## config.mk

```make
export PLATFORM = sky130hd
export DESIGN_NAME = audio_vol_ramp_flat
export DESIGN_NICKNAME = d
export VERILOG_FILES = /design/src/rtl/audio_vol_ramp_if.sv /design/src/rtl/audio_vol_ramp.sv /design/src/flat_wrapper.sv
export SDC_FILE = /design/constraint.sdc
export NUM_CORES = 1
export LEC_CHECK = 0
export CAP_MARGIN = 20
export CORE_AREA = 8 8 203 186
export CTS_CLUSTER_SIZE = 28
export DETAILED_ROUTE_END_ITERATION = 8
export DIE_AREA = 0 0 211 194
export GPL_TIMING_DRIVEN = 0
export PLACE_DENSITY = 0.61
export SKIP_LAST_GASP = 1
export SLEW_MARGIN = 15
export SYNTH_ARGS = -nofsm -noshare
export SYNTH_HDL_FRONTEND = slang
export SYNTH_SLANG_ARGS = --single-unit
```

## constraint.sdc

```tcl
create_clock -name clk_sys -period 7.8 [get_ports clk_sys]
set_clock_uncertainty 0.1 [all_clocks]
set_input_delay 1.95 -clock clk_sys [delete_from_list [all_inputs] [get_ports clk_sys]]
set_output_delay 1.95 -clock clk_sys [all_outputs]
set_load 0.01 [all_outputs]
```

## src/rtl/audio_vol_ramp_if.sv

```systemverilog
// Stereo sample stream between the core's audio source, the volume ramp and the I2S stage.
interface audio_vol_ramp_if #(
  parameter int AW = 16
) ();
  logic                 sample_en;
  logic signed [AW-1:0] audio_l_in;
  logic signed [AW-1:0] audio_r_in;
  logic                 out_valid;
  logic signed [AW-1:0] audio_l_out;
  logic signed [AW-1:0] audio_r_out;

  modport master (
    output sample_en, audio_l_in, audio_r_in,
    input  out_valid, audio_l_out, audio_r_out
  );

  modport slave (
    input  sample_en, audio_l_in, audio_r_in,
    output out_valid, audio_l_out, audio_r_out
  );
endinterface

```

## src/rtl/audio_vol_ramp.sv

```systemverilog
// Click-free stereo attenuator: 6 dB steps from vol_att/mute, gain ramped per sample,
// fixed two-cycle sample latency.
module audio_vol_ramp #(
  parameter int AW        = 16,
  parameter int RAMP_STEP = 4
) (
  input  logic                clk_sys,
  input  logic                reset,
  input  logic [3:0]          vol_att,
  input  logic                mute,
  audio_vol_ramp_if.slave     aif,
  output logic [8:0]          gain,
  output logic                ramp_busy
);

  localparam int         PW   = AW + 10;
  localparam logic [9:0] STEP = 10'(RAMP_STEP);

  function automatic logic [8:0] target_gain(input logic m, input logic [3:0] va);
    if (m || va[3]) return 9'd0;
    return 9'd256 >> va[2:0];
  endfunction

  // Moves one step toward tgt without overshoot; 10-bit math keeps the sum from wrapping.
  function automatic logic [8:0] ramp_next(input logic [8:0] cur, input logic [8:0] tgt);
    logic [9:0] c;
    logic [9:0] t;
    logic [9:0] up;
    c  = {1'b0, cur};
    t  = {1'b0, tgt};
    up = c + STEP;
    if (c < t) return (up > t) ? tgt : up[8:0];
    if (c > t) return ((c - t) <= STEP) ? tgt : 9'(c - STEP);
    return cur;
  endfunction

  // Q1.8 rescale by arithmetic shift (floor); |gain| <= 256 keeps the result within AW bits.
  function automatic logic signed [AW-1:0] scale_trunc(input logic signed [PW-1:0] p);
    logic signed [PW-1:0] s;
    s = p >>> 8;
    return $signed(s[AW-1:0]);
  endfunction

  logic [8:0]           target;
  logic [8:0]           gain_q, gain_d;
  logic                 busy_q, busy_d;
  logic signed [PW-1:0] gain_ext;
  logic                 vld_p1_q, vld_p1_d;
  logic signed [PW-1:0] prod_l_p1_q, prod_l_p1_d;
  logic signed [PW-1:0] prod_r_p1_q, prod_r_p1_d;
  logic                 vld_p2_q, vld_p2_d;
  logic signed [AW-1:0] out_l_p2_q, out_l_p2_d;
  logic signed [AW-1:0] out_r_p2_q, out_r_p2_d;

  always_comb begin
    target   = target_gain(mute, vol_att);
    gain_ext = PW'($signed({1'b0, gain_q}));
    gain_d   = gain_q;
    if (aif.sample_en) gain_d = ramp_next(gain_q, target);
    busy_d   = (gain_d != target);

    // Stage 1: multiply by the pre-update gain
    vld_p1_d    = aif.sample_en;
    prod_l_p1_d = prod_l_p1_q;
    prod_r_p1_d = prod_r_p1_q;
    if (aif.sample_en) begin
      prod_l_p1_d = PW'(aif.audio_l_in) * gain_ext;
      prod_r_p1_d = PW'(aif.audio_r_in) * gain_ext;
    end

    // Stage 2: rescale, outputs hold between strobes
    vld_p2_d   = vld_p1_q;
    out_l_p2_d = out_l_p2_q;
    out_r_p2_d = out_r_p2_q;
    if (vld_p1_q) begin
      out_l_p2_d = scale_trunc(prod_l_p1_q);
      out_r_p2_d = scale_trunc(prod_r_p1_q);
    end
  end

  // Reset also clears the data path so the output restarts from silence.
  always_ff @(posedge clk_sys) begin
    if (reset) begin
      gain_q      <= 9'd0;
      busy_q      <= (target != 9'd0);
      vld_p1_q    <= 1'b0;
      prod_l_p1_q <= '0;
      prod_r_p1_q <= '0;
      vld_p2_q    <= 1'b0;
      out_l_p2_q  <= '0;
      out_r_p2_q  <= '0;
    end else begin
      gain_q      <= gain_d;
      busy_q      <= busy_d;
      vld_p1_q    <= vld_p1_d;
      prod_l_p1_q <= prod_l_p1_d;
      prod_r_p1_q <= prod_r_p1_d;
      vld_p2_q    <= vld_p2_d;
      out_l_p2_q  <= out_l_p2_d;
      out_r_p2_q  <= out_r_p2_d;
    end
  end

  assign gain            = gain_q;
  assign ramp_busy       = busy_q;
  assign aif.out_valid   = vld_p2_q;
  assign aif.audio_l_out = out_l_p2_q;
  assign aif.audio_r_out = out_r_p2_q;

endmodule
```

## src/flat_wrapper.sv

```systemverilog
// flat-port wrapper written by rule: the top's interface ports become plain ports
module audio_vol_ramp_flat 
#(
  parameter int AW        = 16,
  parameter int RAMP_STEP = 4
)
  (clk_sys, reset, vol_att, mute, gain, ramp_busy, aif_sample_en, aif_audio_l_in, aif_audio_r_in, aif_out_valid, aif_audio_l_out, aif_audio_r_out);
  audio_vol_ramp_if #(.AW(AW)) aif_i ();
  input  logic clk_sys;
  input  logic reset;
  input  logic [3:0] vol_att;
  input  logic mute;
  output logic [8:0] gain;
  output logic ramp_busy;
  input wire logic [$bits(aif_i.sample_en)-1:0] aif_sample_en;
  input wire logic [$bits(aif_i.audio_l_in)-1:0] aif_audio_l_in;
  input wire logic [$bits(aif_i.audio_r_in)-1:0] aif_audio_r_in;
  output wire logic [$bits(aif_i.out_valid)-1:0] aif_out_valid;
  output wire logic [$bits(aif_i.audio_l_out)-1:0] aif_audio_l_out;
  output wire logic [$bits(aif_i.audio_r_out)-1:0] aif_audio_r_out;
  assign aif_i.sample_en = aif_sample_en;
  assign aif_i.audio_l_in = aif_audio_l_in;
  assign aif_i.audio_r_in = aif_audio_r_in;
  assign aif_out_valid = aif_i.out_valid;
  assign aif_audio_l_out = aif_i.audio_l_out;
  assign aif_audio_r_out = aif_i.audio_r_out;
  audio_vol_ramp #(.AW(AW), .RAMP_STEP(RAMP_STEP)) u_core (.clk_sys(clk_sys), .reset(reset), .vol_att(vol_att), .mute(mute), .aif(aif_i), .gain(gain), .ramp_busy(ramp_busy));
endmodule
```

# Word-level counts from Yosys, hierarchy flattened

Index checks and enable logic that the tools add are counted.

Word-level logic and storage cells: 37
Input bits: 40
Output and inout port bits: 43
Register bits: 92

Equality and inequality tests: 1
Add/subtract/negate cells: 3
$lt $le $gt $ge: 4
Multiply operators: 2
Reductions and logical operators: 2
Mux-type cells: 16
Shift-type cells: 1

Operator list:

| operator             | count |
|---|---|
| $mux 9               | 9 |
| $mul 16x10->24       | 2 |
| $add 9x3->10 const B | 1 |
| $gt 10x9->1          | 1 |
| $le 10x3->1 const B  | 1 |
| $sub 9x9->10         | 1 |
| $gt 9x9->1           | 1 |
| $lt 9x9->1           | 1 |
| $ne 9x9->1           | 1 |
| $reduce_bool 9->1    | 1 |
| $shr 9x3->9 const A  | 1 |
| $sub 9x3->9 const B  | 1 |
| $mux 1               | 7 |
| $logic_or 1x1->1     | 1 |

# Longest topological paths before layout

Depth in word-level cells: 13
Mapped depth: 24
Mapped depth without buffers: 22

# Least setup slack after synthesis

Ideal clock, no wire load.

Kind: input to register
From: input aif_audio_l_in[5]
To: register u_core.prod_l_p1_q[18]
Arrival: 6.871 ns
Stages: 23
Setup slack: 0.702 ns
Buffers on the path: 1
Required time: 7.572 ns
Path through: buf_1 -> nand2_1 -> fa_1 -> inv_1 -> fa_1 -> inv_1 -> fa_1 -> inv_1 -> fa_1 -> inv_1 -> fa_1 -> inv_1 -> ha_1 -> nor2_1 -> a211oi_1 -> a221oi_1 -> a21oi_1 -> a211o_1 -> a21o_1 -> a21o_1 -> xor2_1 -> mux2i_1 -> nor2_1

Word-level cells in the longest chain between the ends: 1

Ends and longest elaborated chain:

| element              | line                 | RTL |
|---|---|---|
| from (decl)          | flat_wrapper.sv:16   | `input wire logic [$bits(aif_i.audio_l_in)-1:0] aif_audio_l_in;` |
| $mul 16x10->24       | audio_vol_ramp.sv:67 | `prod_l_p1_d = PW'(aif.audio_l_in) * gain_ext;` |
| to (signal assigned) | audio_vol_ramp.sv:96 | `prod_l_p1_q <= prod_l_p1_d;` |
| to (decl)            | audio_vol_ramp.sv:49 | `logic signed [PW-1:0] prod_l_p1_q, prod_l_p1_d;` |

Every way passes these cells.
A chain may end at the register's enable or synchronous reset.

# Worst setup path after layout

From: input aif_audio_l_in[4]
To: register u_core.prod_l_p1_q[23]

The elaborated chain is that of the path after synthesis.

==> run summary <==
latest clock arrival within the worst-skew pair: 0.33 ns
CTS tree: done
most used cell, CP: fa_1
crit share post-route: 96.0%
Detailed Route Iter0 Violations: 563
Logic pwr share: 84.4%
Pwr Total: 6.22 mW
clock sinks: 76
Setup CP Type: input pin to flip-flop
CP max-delay cell: clkdlybuf4s50_1
design area: 15200 um^2
GRT Overall Usage: 19.6%
post-route antenna net violation count: 0
fraction of layout cells with a size suffix above 1: 2.76%
#FFs+latches synth: 76
Final nets: 2012
Yosys cell types: 68
Syn Area/Cell: 8.76 um^2
Post-synth EDFFs: 0
Ports: 83
vias in the first global route: 11865
drt pass-1 iters: 5
Cell Area, Placed: 14800 um^2
max-cap viol count: 0
cell taking the most area after synthesis: fa_1
fill cell count: 3435
GP Congestion: 0.927
clock share of power: 6.9%
post-route minimum period: 7.49 ns
vias: 10748
core area: 34400 um^2
most instantiated cells after synthesis: inv_1, fa_1, nand2_1
routed length per instance: 18.6 um
status: complete, no violations
Die X-Extent: 211 um
Setup violations, final: 0
sequential fraction of design power: 8.7%
setup ws final: 0.312 ns
Area Growth Syn to Fin: 12.5%
Root Buffer: clkbuf_16
unrepaired setup endpoints after global routing: yes
initial antenna violation count: 1
die area: 40900 um^2
largest net degree at the start of global routing: 15
Worst EP arrival: 7.64 ns
CP Launch Type: input pin
Post-Syn Nets: 1930
Crit Path Max Fanout: 9
worst-path cell chain: clkdlybuf4s50_1 -> nand2_1 -> fa_1 -> fa_1 -> inv_1 -> fa_1 -> fa_1 -> inv_1 -> fa_1 -> inv_1 -> ha_1 -> nand2_1 -> a211oi_2 -> a221oi_4 -> a21oi_2 -> a21oi_1 -> o31ai_2 -> nor2_1 -> a21oi_1 -> xnor2_1 -> a211oi_1
Worst Setup SP: aif_audio_l_in[4]
FMAX: 134 MHz
Place WS: -0.609 ns
Leakage: 7.56 nW
count of pins over their slew limit: 0
Final HPWL DP: 31.6 mm
crit end category: flip-flop
Reg clk slew, reported paths: 0.06 ns
top-count cell post-synth: inv_1
Pint: 2.88 mW
relative slew slack: 38.5%
Worst path max stage delay: 0.72 ns
final WL: 39.0 mm
Rows: 65
Slew @ Worst Pin: 0.922 ns
sw frac: 53.6%
Psw: 3.34 mW
Critical Path RT: 7.95 ns
DRC violations left: 0
CP Capture Point: u_core.prod_l_p1_q[23]
most used flip-flop cell after synthesis: dfxtp_1
Worst Reg-to-Reg Cells: 22
total grt overflow: 0
Max Buffers Root-to-Sink: 2
first-pass GRT wire length: 63.6 mm
Seq/Total Area, Yosys: 11.3%
Yosys top cell area share: 33.8%
final hold viol count: 0
H-tree levels: 3
peak supply drop: 0.000218 V
DR vias/cell: 5.12
worst hold path type: flip-flop to flip-flop
async set-reset flop share out of synthesis: 0%
largest cells by area after synthesis: fa_1, dfxtp_1, ha_1
reg2reg setup slack: 0.52 ns
number of buffers created by CTS: 9
Initial Utilization: 39.3%
Yosys warnings: 0
pwr dens: 409 nW/um^2
Die Y: 194 um
Post-Syn Area: 13500 um^2
r2r startpoint: u_core.gain[5]
FF-to-FF End: u_core.prod_r_p1_q[16]
cell count after synthesis: 1543
setup tns final: 0 ns
IO buf count: 71
critical path: cells and delay by family:
kind	cells	cell delay [ns]
adders and majority gates	6	2.79
AOI/OAI and AO/OA	7	1.58
buffers and inverters	4	0.86
and+or+nand+nor	3	0.35
xor gates and xnor gates	1	0.11
layout by cell type, fill, tap and decap left out, types with 9 or more instances in the layout:
cell type,n
o21ai_0,29
a21oi_1,33
nand2_1,167
buf_1,12
ha_1,119
inv_1,278
nand3_1,17
fa_1,228
dlymetal6s2s_1,11
a21o_1,13
o22ai_1,11
mux2i_1,50
a211oi_1,14
clkdlybuf4s50_1,60
nor2_1,98
xnor2_1,36
dfxtp_1,76
xor2_1,17
and2_1,158
clkbuf_1,54
nor3_1,12
clkbuf_16,9
state kept, by name (all words and copies together), names as in the netlist:
name                    flops
u_core.ramp_busy            1
u_core.prod_r_p1_q         16
u_core.gain                 9
u_core.vld_p1_q             1
u_core.aif.audio_l_out     16
u_core.aif.out_valid        1
u_core.prod_l_p1_q         16
u_core.aif.audio_r_out     16
worst min path at each step:
stage	startpoint	endpoint	slack, ns	depth (start not counted)
after floorplan	u_core.prod_l_p1_q[22]	u_core.prod_l_p1_q[22]	0.32	2
after CTS	u_core.prod_r_p1_q[19]	u_core.prod_r_p1_q[19]	0.38	2
after global placement	u_core.prod_r_p1_q[22]	u_core.prod_r_p1_q[22]	0.35	2
final	u_core.prod_r_p1_q[22]	u_core.prod_r_p1_q[22]	0.38	2
after global routing	u_core.prod_r_p1_q[22]	u_core.prod_r_p1_q[22]	0.40	2
after detailed placement	u_core.prod_r_p1_q[19]	u_core.prod_r_p1_q[19]	0.37	2
power groups by stage:
stage	Combinational, mW	Sequential [mW]	Clock (mW)
floorplan	3.89	0.533	0
global placement	5.14	0.550	0
detailed placement	5.24	0.550	0
CTS	5.28	0.542	0.433
global route	6.01	0.549	0.457
finish	5.25	0.542	0.429
per-stage QoR:
stage,cells,hold slack (ns),util [%]
after floorplan,1543,0.325,-
after global placement,2083,0.349,43.0
after detailed placement,2083,0.374,43.0
after CTS,2099,0.383,44.0
after global routing,2100,0.402,44.2
final,2101,0.380,44.2
metal layers:
metal | vias to the layer above | wire length (um) | GRT usage [%]
li1 | 4979 | - | -
met1 | 5465 | 17300 | 25.9
met2 | 254 | 19300 | 33.9
met3 | 50 | 1710 | 2.07
met4 | 0 | 640 | 4.53
met5 | - | 0 | 0
what timing repair did:
item,4_1_cts,5_1_grt
setup endpoints to repair,7,13
hold buffers,0,0
buffers inserted,0,0
resized for setup,2,17
area by class of cell:
type / instances / area (um^2) / share of cell area [%]
inverters: 278 / 1040 / 6.87
multi-input cells: 1120 / 10700 / 70.5
repair buffers: 71 / 738 / 4.86
flip-flops and latches: 76 / 1520 / 10.0
diodes: 2 / 5.00 / 0.0329
well taps: 469 / 587 / 3.86
plain buffers: 69 / 272 / 1.79
clock buffers: 10 / 239 / 1.57
clock inverters: 6 / 71.3 / 0.469
cell families (layout without fill, tap and decap cells):
family | Yosys count | count (layout) | synth area share [%]
multiplexers | 51 | 51 | 3.82
other | 0 | 2 | 0
adder cells (fa/ha/maj) | 347 | 347 | 44.8
AO/OA/AOI/OAI | 157 | 157 | 7.94
buffers and inverters | 347 | 434 | 9.73
XOR/XNOR | 55 | 55 | 3.68
flip-flops | 76 | 76 | 11.3
AND/OR/NAND/NOR | 510 | 510 | 18.8
(Power assumes the default switching activity.)
